### src/rtl/mulacc_wide_cxu.sv
// Stateful multiply-accumulate CXU (CXU-L1): per-context 2*DATA_W accumulators, fixed-latency pipeline.
// Optional saturating mulacc/mulsub with a sticky status flag: define MULACC_WIDE_CXU_SAT_EN.
module mulacc_wide_cxu #(
  parameter int  CXU_N_CXUS     = 1,
  parameter int  CXU_N_STATES   = 4,
  parameter int  CXU_LATENCY    = 2,
  parameter int  CXU_RESET      = 0,
  parameter int  CXU_FUNC_ID_W  = 10,
  parameter int  CXU_DATA_W     = 32,
  localparam int CXU_CXU_ID_W   = (CXU_N_CXUS > 1) ? $clog2(CXU_N_CXUS) : 1,
  localparam int CXU_STATE_ID_W = $clog2(CXU_N_STATES) + 1,
  localparam int CXU_STATUS_W   = 3
) (
  input  logic                      clk,
  input  logic                      rst,
  input  logic                      clk_en,
  input  logic                      req_valid,
  input  logic [CXU_CXU_ID_W-1:0]   req_cxu,
  input  logic [CXU_STATE_ID_W-1:0] req_state,
  input  logic [CXU_FUNC_ID_W-1:0]  req_func,
  input  logic [CXU_DATA_W-1:0]     req_data0,
  input  logic [CXU_DATA_W-1:0]     req_data1,
  output logic                      resp_valid,
  output logic [CXU_STATUS_W-1:0]   resp_status,
  output logic [CXU_DATA_W-1:0]     resp_data
);
  localparam int DW     = CXU_DATA_W;
  localparam int AW     = 2 * CXU_DATA_W;
  localparam int SIDX_W = (CXU_N_STATES > 1) ? $clog2(CXU_N_STATES) : 1;

  typedef logic [9:0] cfid_t;
  typedef enum logic [CXU_STATUS_W-1:0] {
    CXU_OK = 3'd0, CXU_ERROR_FUNC = 3'd1, CXU_ERROR_STATE = 3'd2, CXU_ERROR_OFF = 3'd3
  } cxu_status_t;
  typedef enum logic [1:0] {CS_OFF = 2'd0, CS_INIT = 2'd1, CS_CLEAN = 2'd2, CS_DIRTY = 2'd3} cs_e;

  localparam cfid_t F_MUL       = 10'd0;
  localparam cfid_t F_MULACC    = 10'd1;
  localparam cfid_t F_MULSUB    = 10'd2;
  localparam cfid_t F_RD_HI     = 10'd3;
  localparam cfid_t F_CLEAR     = 10'd4;
  localparam cfid_t F_WR_STATE  = 10'd1020;
  localparam cfid_t F_RD_STATE  = 10'd1021;
  localparam cfid_t F_WR_STATUS = 10'd1022;
  localparam cfid_t F_RD_STATUS = 10'd1023;

  if (CXU_FUNC_ID_W != $bits(cfid_t)) begin : g_bad_func_w
    $error("CXU_FUNC_ID_W must equal the cfid_t width");
  end
  if (CXU_N_STATES < 1) begin : g_bad_n_states
    $error("CXU_N_STATES must be at least 1");
  end

  typedef struct packed {
    logic                      vld;
    cfid_t                     func;
    logic [CXU_STATE_ID_W-1:0] state;
    logic [DW-1:0]             d0;
    logic [AW-1:0]             prod;
  } stage_t;

  stage_t req_s, out_s;
  logic signed [AW-1:0] prod_in;

  assign prod_in = $signed(req_data0) * $signed(req_data1);

  always_comb begin
    req_s.vld   = req_valid;
    req_s.func  = req_func;
    req_s.state = req_state;
    req_s.d0    = req_data0;
    req_s.prod  = prod_in;
  end

  if (CXU_LATENCY == 0) begin : g_comb
    assign out_s = req_s;
  end else begin : g_pipe
    stage_t pipe_q [CXU_LATENCY];
    always_ff @(posedge clk) begin
      if (rst) begin
        for (int unsigned i = 0; i < CXU_LATENCY; i++) pipe_q[i].vld <= 1'b0;
      end else if (clk_en) begin
        pipe_q[0] <= req_s;
        for (int unsigned i = 1; i < CXU_LATENCY; i++) pipe_q[i] <= pipe_q[i-1];
      end
    end
    assign out_s = pipe_q[CXU_LATENCY-1];
  end

  logic [AW-1:0]         acc_mem [CXU_N_STATES];
  cs_e                   css_q   [CXU_N_STATES];
  logic [CXU_N_STATES-1:0] zacc_q, widx_q;

  logic [SIDX_W-1:0] sidx;
  logic [AW-1:0]     acc_rd, acc_d, sum, diff;
  cs_e               cs_rd;
  cxu_status_t       status_d;
  logic [DW-1:0]     data_d;
  logic              wr_acc, wr_en, sat_rd, known;
`ifdef MULACC_WIDE_CXU_SAT_EN
  localparam logic [AW-1:0] ACC_MAX = {1'b0, {(AW-1){1'b1}}};
  localparam logic [AW-1:0] ACC_MIN = {1'b1, {(AW-1){1'b0}}};
  logic sat_hit;
`endif

  assign sidx = (out_s.state < CXU_STATE_ID_W'(CXU_N_STATES)) ? out_s.state[SIDX_W-1:0] : '0;

  always_comb begin
    acc_rd   = zacc_q[sidx] ? '0 : acc_mem[sidx];
    cs_rd    = css_q[sidx];
    sum      = acc_rd + out_s.prod;
    diff     = acc_rd - out_s.prod;
    acc_d    = acc_rd;
    wr_acc   = 1'b0;
    data_d   = '0;
    known    = (out_s.func <= F_CLEAR) || (out_s.func >= F_WR_STATE);
`ifdef MULACC_WIDE_CXU_SAT_EN
    sat_hit  = 1'b0;
`endif
    if (!out_s.vld)                                  status_d = CXU_OK;
    else if (out_s.state >= CXU_STATE_ID_W'(CXU_N_STATES)) status_d = CXU_ERROR_STATE;
    else if (cs_rd == CS_OFF && out_s.func != F_RD_STATUS && out_s.func != F_WR_STATUS)
                                                     status_d = CXU_ERROR_OFF;
    else if (!known)                                 status_d = CXU_ERROR_FUNC;
    else                                             status_d = CXU_OK;

    // read_hi rewrites the accumulator it read so that clearing zacc never exposes stale RAM
    case (out_s.func)
      F_MUL:    begin acc_d = out_s.prod; wr_acc = 1'b1; end
      F_MULACC: begin
        acc_d = sum; wr_acc = 1'b1;
`ifdef MULACC_WIDE_CXU_SAT_EN
        if (acc_rd[AW-1] == out_s.prod[AW-1] && sum[AW-1] != acc_rd[AW-1]) begin
          acc_d = acc_rd[AW-1] ? ACC_MIN : ACC_MAX; sat_hit = 1'b1;
        end
`endif
      end
      F_MULSUB: begin
        acc_d = diff; wr_acc = 1'b1;
`ifdef MULACC_WIDE_CXU_SAT_EN
        if (acc_rd[AW-1] != out_s.prod[AW-1] && diff[AW-1] != acc_rd[AW-1]) begin
          acc_d = acc_rd[AW-1] ? ACC_MIN : ACC_MAX; sat_hit = 1'b1;
        end
`endif
      end
      F_RD_HI:  wr_acc = 1'b1;
      F_CLEAR:  begin acc_d = '0; wr_acc = 1'b1; end
      F_WR_STATE: begin
        wr_acc = 1'b1;
        if (widx_q[sidx]) acc_d[AW-1:DW] = out_s.d0;
        else              acc_d[DW-1:0]  = out_s.d0;
      end
      default: ;
    endcase

    case (out_s.func)
      F_MUL, F_MULACC, F_MULSUB, F_CLEAR: data_d = acc_d[DW-1:0];
      F_RD_HI:     data_d = acc_rd[AW-1:DW];
      F_RD_STATE:  data_d = widx_q[sidx] ? acc_rd[AW-1:DW] : acc_rd[DW-1:0];
      F_RD_STATUS: data_d = {sat_rd, {(DW-13){1'b0}}, 10'd2, cs_rd};
      default:     data_d = '0;
    endcase
    if (!out_s.vld || status_d != CXU_OK) data_d = '0;
  end

  assign wr_en       = clk_en && out_s.vld && (status_d == CXU_OK);
  assign resp_valid  = out_s.vld;
  assign resp_status = status_d;
  assign resp_data   = data_d;

  always_ff @(posedge clk) begin
    if (!rst && wr_en && wr_acc) acc_mem[sidx] <= acc_d;
  end

  always_ff @(posedge clk) begin
    if (rst) begin
      for (int unsigned i = 0; i < CXU_N_STATES; i++) begin
        css_q[i]  <= CS_INIT;
        zacc_q[i] <= 1'b1;
        widx_q[i] <= 1'b0;
      end
    end else if (wr_en) begin
      case (out_s.func)
        F_MUL, F_MULACC, F_MULSUB, F_RD_HI, F_CLEAR: begin
          css_q[sidx]  <= CS_DIRTY;
          zacc_q[sidx] <= 1'b0;
        end
        F_WR_STATE: begin
          css_q[sidx]  <= CS_DIRTY;
          zacc_q[sidx] <= 1'b0;
          widx_q[sidx] <= ~widx_q[sidx];
        end
        F_RD_STATE: widx_q[sidx] <= ~widx_q[sidx];
        F_WR_STATUS: begin
          css_q[sidx]  <= cs_e'(out_s.d0[1:0]);
          widx_q[sidx] <= 1'b0;
          if (out_s.d0[1:0] == CS_OFF || out_s.d0[1:0] == CS_INIT) zacc_q[sidx] <= 1'b1;
        end
        default: ;
      endcase
    end
  end

`ifdef MULACC_WIDE_CXU_SAT_EN
  logic [CXU_N_STATES-1:0] sat_q;
  always_ff @(posedge clk) begin
    if (rst) sat_q <= '0;
    else if (wr_en) begin
      if (out_s.func == F_WR_STATUS) sat_q[sidx] <= 1'b0;
      else if (sat_hit)              sat_q[sidx] <= 1'b1;
    end
  end
  assign sat_rd = sat_q[sidx];
`else
  assign sat_rd = 1'b0;
`endif

  logic unused_ok;
  assign unused_ok = ^{req_cxu, (CXU_RESET != 0)};
endmodule

### config.mk
export PLATFORM = sky130hd
export DESIGN_NAME = mulacc_wide_cxu
export DESIGN_NICKNAME = d
export VERILOG_FILES = /design/src/rtl/mulacc_wide_cxu.sv
export SDC_FILE = /design/constraint.sdc
export NUM_CORES = 2
export LEC_CHECK = 0
export BUFFER_PORTS_ARGS = -buffer_cell sky130_fd_sc_hd__buf_2
export CORE_ASPECT_RATIO = 0.75
export CORE_MARGIN = 3
export CORE_UTILIZATION = 34
export CTS_BUF_LIST = sky130_fd_sc_hd__clkbuf_2 sky130_fd_sc_hd__clkbuf_4 sky130_fd_sc_hd__clkbuf_8
export DETAILED_ROUTE_END_ITERATION = 8
export GPL_TIMING_DRIVEN = 0
export SLEW_MARGIN = 20
export SYNTH_ARGS = -nofsm -noshare
export SYNTH_HDL_FRONTEND = slang
export SYNTH_SLANG_ARGS = --single-unit
### constraint.sdc
create_clock -name clk -period 17 [get_ports clk]
set_input_delay 0.85 -clock clk [delete_from_list [all_inputs] [get_ports clk]]
set_output_delay 0.85 -clock clk [all_outputs]
set_load 0.005 [all_outputs]
==> results.sh <==
export IMPL_whs_endpoint="g_pipe.pipe_q[0][99]"
export IMPL_tns_ns=0
export IMPL_cp_top_family="adder cells"
export IMPL_ff_latch_area_sq_mm=0.0147
export IMPL_min_path_type="primary input to register"
export IMPL_synth_most_common_cell="fa_1"
export IMPL_hold_depth=2
export IMPL_synth_xor_area_share_pct=2.45
export IMPL_drc=0
export IMPL_crit_buf_inv=8
export IMPL_yosysWarningCount=0
export IMPL_clk_pin_slew_ns=0.06
export IMPL_ctsRootBufferMaster="clkbuf_8"
export IMPL_crit_top_cell="fa_1"
export IMPL_n_fill_cell=17926
export IMPL_synth_top_family_by_area="adder cells"
export IMPL_cts_made_buffers=81
export IMPL_pin_count=118
export IMPL_syn_area_per_cell_sq_um=10.0
export IMPL_cp_arrival_ns=10.27
export IMPL_crit_start="req_data1[5]"
export IMPL_synth_fa_ha_area_share_pct=40.1
export IMPL_dp_cells=8681
export IMPL_cts_max_level=3
export IMPL_drive_gt1_share_pct=5.87
export IMPL_drtAntennaViolNets=0
export IMPL_use_met2_pct=34.7
export IMPL_netlist_top_cells_area="fa_1, edfxtp_1, and2_1"
export IMPL_cts_resized_gates=0
export IMPL_grtUsageMet3_pct=7.79
export IMPL_netlist_top_cells_count="fa_1, inv_1, nand2_1"
export IMPL_fp_coreArea_sq_mm=0.179
export IMPL_die_x_um=498
export IMPL_relSlewSlack_pct=13.1
export IMPL_worst_ep_required_time_ns=17.40
export IMPL_netlist_instances=6177
export IMPL_fin_crit_ns=9.87
export IMPL_dp_hpwl_um=190000
export IMPL_ys_seq_area_share_pct=23.8
export IMPL_holdWs_ns=0.443
export IMPL_finalNonFillerCells=8834
export IMPL_worst_path_max_delay_cell="fa_1"
export IMPL_io_buffer_count=115
export IMPL_multiInputGateArea_sq_mm=0.0423
export IMPL_wl_um=232000
export IMPL_firstDrtPassIters=9
export IMPL_die_area_sq_mm=0.187
export IMPL_viasPerCell=5.45
export IMPL_netlist_area_sq_mm=0.0618
export IMPL_use_met1_pct=35.1
export IMPL_drt_iter0_markers=5337
export IMPL_cts_sinks=492
export IMPL_start_kind="primary input"
export IMPL_clock_skew_ns=0.0792
export IMPL_grtUsageTotal_pct=24.5
export IMPL_rrSetupSlack_ns=9.45
export IMPL_hold_path_startpoint="req_func[0]"
export IMPL_hold_violations=0
export IMPL_r2r_end="acc_mem[3][54]"
export IMPL_synth_top_area_share_pct=35.1
export IMPL_die_h_um=375
export IMPL_synth_cell_types=92
export IMPL_fmax_mhz=101
export IMPL_post_route_period_util_pct=58.0
export IMPL_maxSlewViolCount=0
export IMPL_gp_congestion=1.02
export IMPL_synth_top_area_cell="fa_1"
export IMPL_initial_core_util_pct=34.5
export IMPL_outcome="finished clean"
export IMPL_holdBufCountCts=0
export IMPL_post_cts_buffers=0
export IMPL_grt_pass1_vias=48550
export IMPL_yosys_area_share_simple_pct=15.8
export IMPL_tightest_slew_ns=1.29
export IMPL_synthMuxAreaShare_pct=0.488
export IMPL_crit_type="primary input to register"
export IMPL_grt_overflow=0
export IMPL_clock_latency_ns=0.70
export IMPL_std_cell_rows=134
export IMPL_grt_busiest_layer="met1"
export IMPL_wl_per_cell_um=26.3
export IMPL_grt_pass1_wl_um=336000
export IMPL_rsz0062_at_grt="no"
export IMPL_cpPeakStageDelay_ns=0.93
export IMPL_grt_max_degree=61
export IMPL_nNetsFinal=7797
export IMPL_async_flop_share_pct=0
export IMPL_synth_edf_count=484
export IMPL_r2r_start="g_pipe.pipe_q[0][206]"
export IMPL_syn_nets=7590
export IMPL_clk_path_buf_depth=3
export IMPL_ys_flop_type="edfxtp_1"
export IMPL_setup_violations=0
export IMPL_synth_compound_area_share_pct=9.28
export IMPL_worstSetupEndpointType="register"
export IMPL_antenna_found_initial=22
export IMPL_yosys_register_bits=492
export IMPL_vias=48124
export IMPL_worstRegToRegCells=18
export IMPL_cts_tree="built"
export IMPL_path_max_fanout=11
export IMPL_max_cap_violations=0
export IMPL_area_growth_pct=9.13
==> logic make-up (layout without fill, tap and decap cells) <==
logic type	Yosys count	in the layout
AOI/OAI and AO/OA	883	883
other	1	12
xor gates and xnor gates	173	173
DFF	492	492
muxes	29	29
buffers and inverters	1331	1597
and+or+nand+nor	1937	1937
adders and majority gates	1331	1331
==> state kept, by name, indices dropped and copies added (netlist names), named ones only <==
signal,cells
acc_mem,256
g_pipe.pipe_q,220
css_q,8
widx_q,4
==> layout by cell type, fill, tap and decap left out, types with 29 or more instances in the layout <==
master	instances
fa_1	1082
inv_1	972
nand2_1	700
and2_1	681
edfxtp_1	484
clkbuf_1	308
a21oi_1	248
ha_1	248
nor2_1	233
buf_2	140
o21ai_0	137
o22ai_1	135
xnor2_1	95
clkbuf_8	81
xor2_1	78
a21o_1	59
nor3_1	53
nor3_2	39
nand4_1	36
a221oi_1	34
nand2b_1	32
nand3_1	31
o21bai_1	29
==> per-stage QoR <==
step / area, sq um / utilization [%] / worst slack (ns)
global route: 67500 / 37.6 / 6.87
finish: 67500 / 37.6 / 7.13
detailed placement: 65700 / 36.6 / 6.60
floorplan: 61800 / - / 8.63
global placement: 65400 / 36.4 / 5.57
CTS: 67400 / 37.6 / 7.33
==> cell type report <==
type	count	area share (%)
Tap cell	2380	4.41
Clock inverter	36	0.560
Sequential cell	492	21.8
Inverter	973	5.41
Multi-Input combinational cell	4354	62.7
Timing Repair Buffer	124	1.14
Antenna cell	11	0.0408
Buffer	358	2.07
Clock buffer	106	1.93
==> worst register-to-register path, stage by stage, from the launching register on <==
cell and delay [ns]:
edfxtp_1 0.48, buf_2 0.22, or3b_1 0.17, clkbuf_1 0.36, clkbuf_1 0.61, buf_1 0.70, o22ai_1 0.17, nor3_1 0.61
ha_1 0.42, a211oi_1 0.35, nor2_1 0.14, o31ai_2 0.46, a21boi_0 0.30, o21ai_1 0.36, a31oi_1 0.30, a41o_1 0.42
a21oi_1 0.40, xor2_1 0.12, o21ai_0 0.67
==> per-layer routing <==
| metal | part of all wire [%] | wire [um] | up-vias |
|---|---|---|---|
| li1 | - | - | 20255 |
| met1 | 43 | 98700 | 24505 |
| met5 | 0.012 | 27 | - |
| met3 | 13 | 29900 | 461 |
| met2 | 41 | 94400 | 2899 |
| met4 | 3.8 | 8920 | 4 |
==> worst max path at each step <==
stage | to | depth (start not counted)
after floorplan | g_pipe.pipe_q[0][60] | 23
after global placement | g_pipe.pipe_q[0][60] | 7
after detailed placement | g_pipe.pipe_q[0][60] | 26
after CTS | g_pipe.pipe_q[0][60] | 26
after global routing | g_pipe.pipe_q[0][60] | 26
final | g_pipe.pipe_q[0][60] | 26
Power is left out: the tool's default activity adds up to more than one toggle a clock period on the data nets, which glitch-free logic cannot reach.
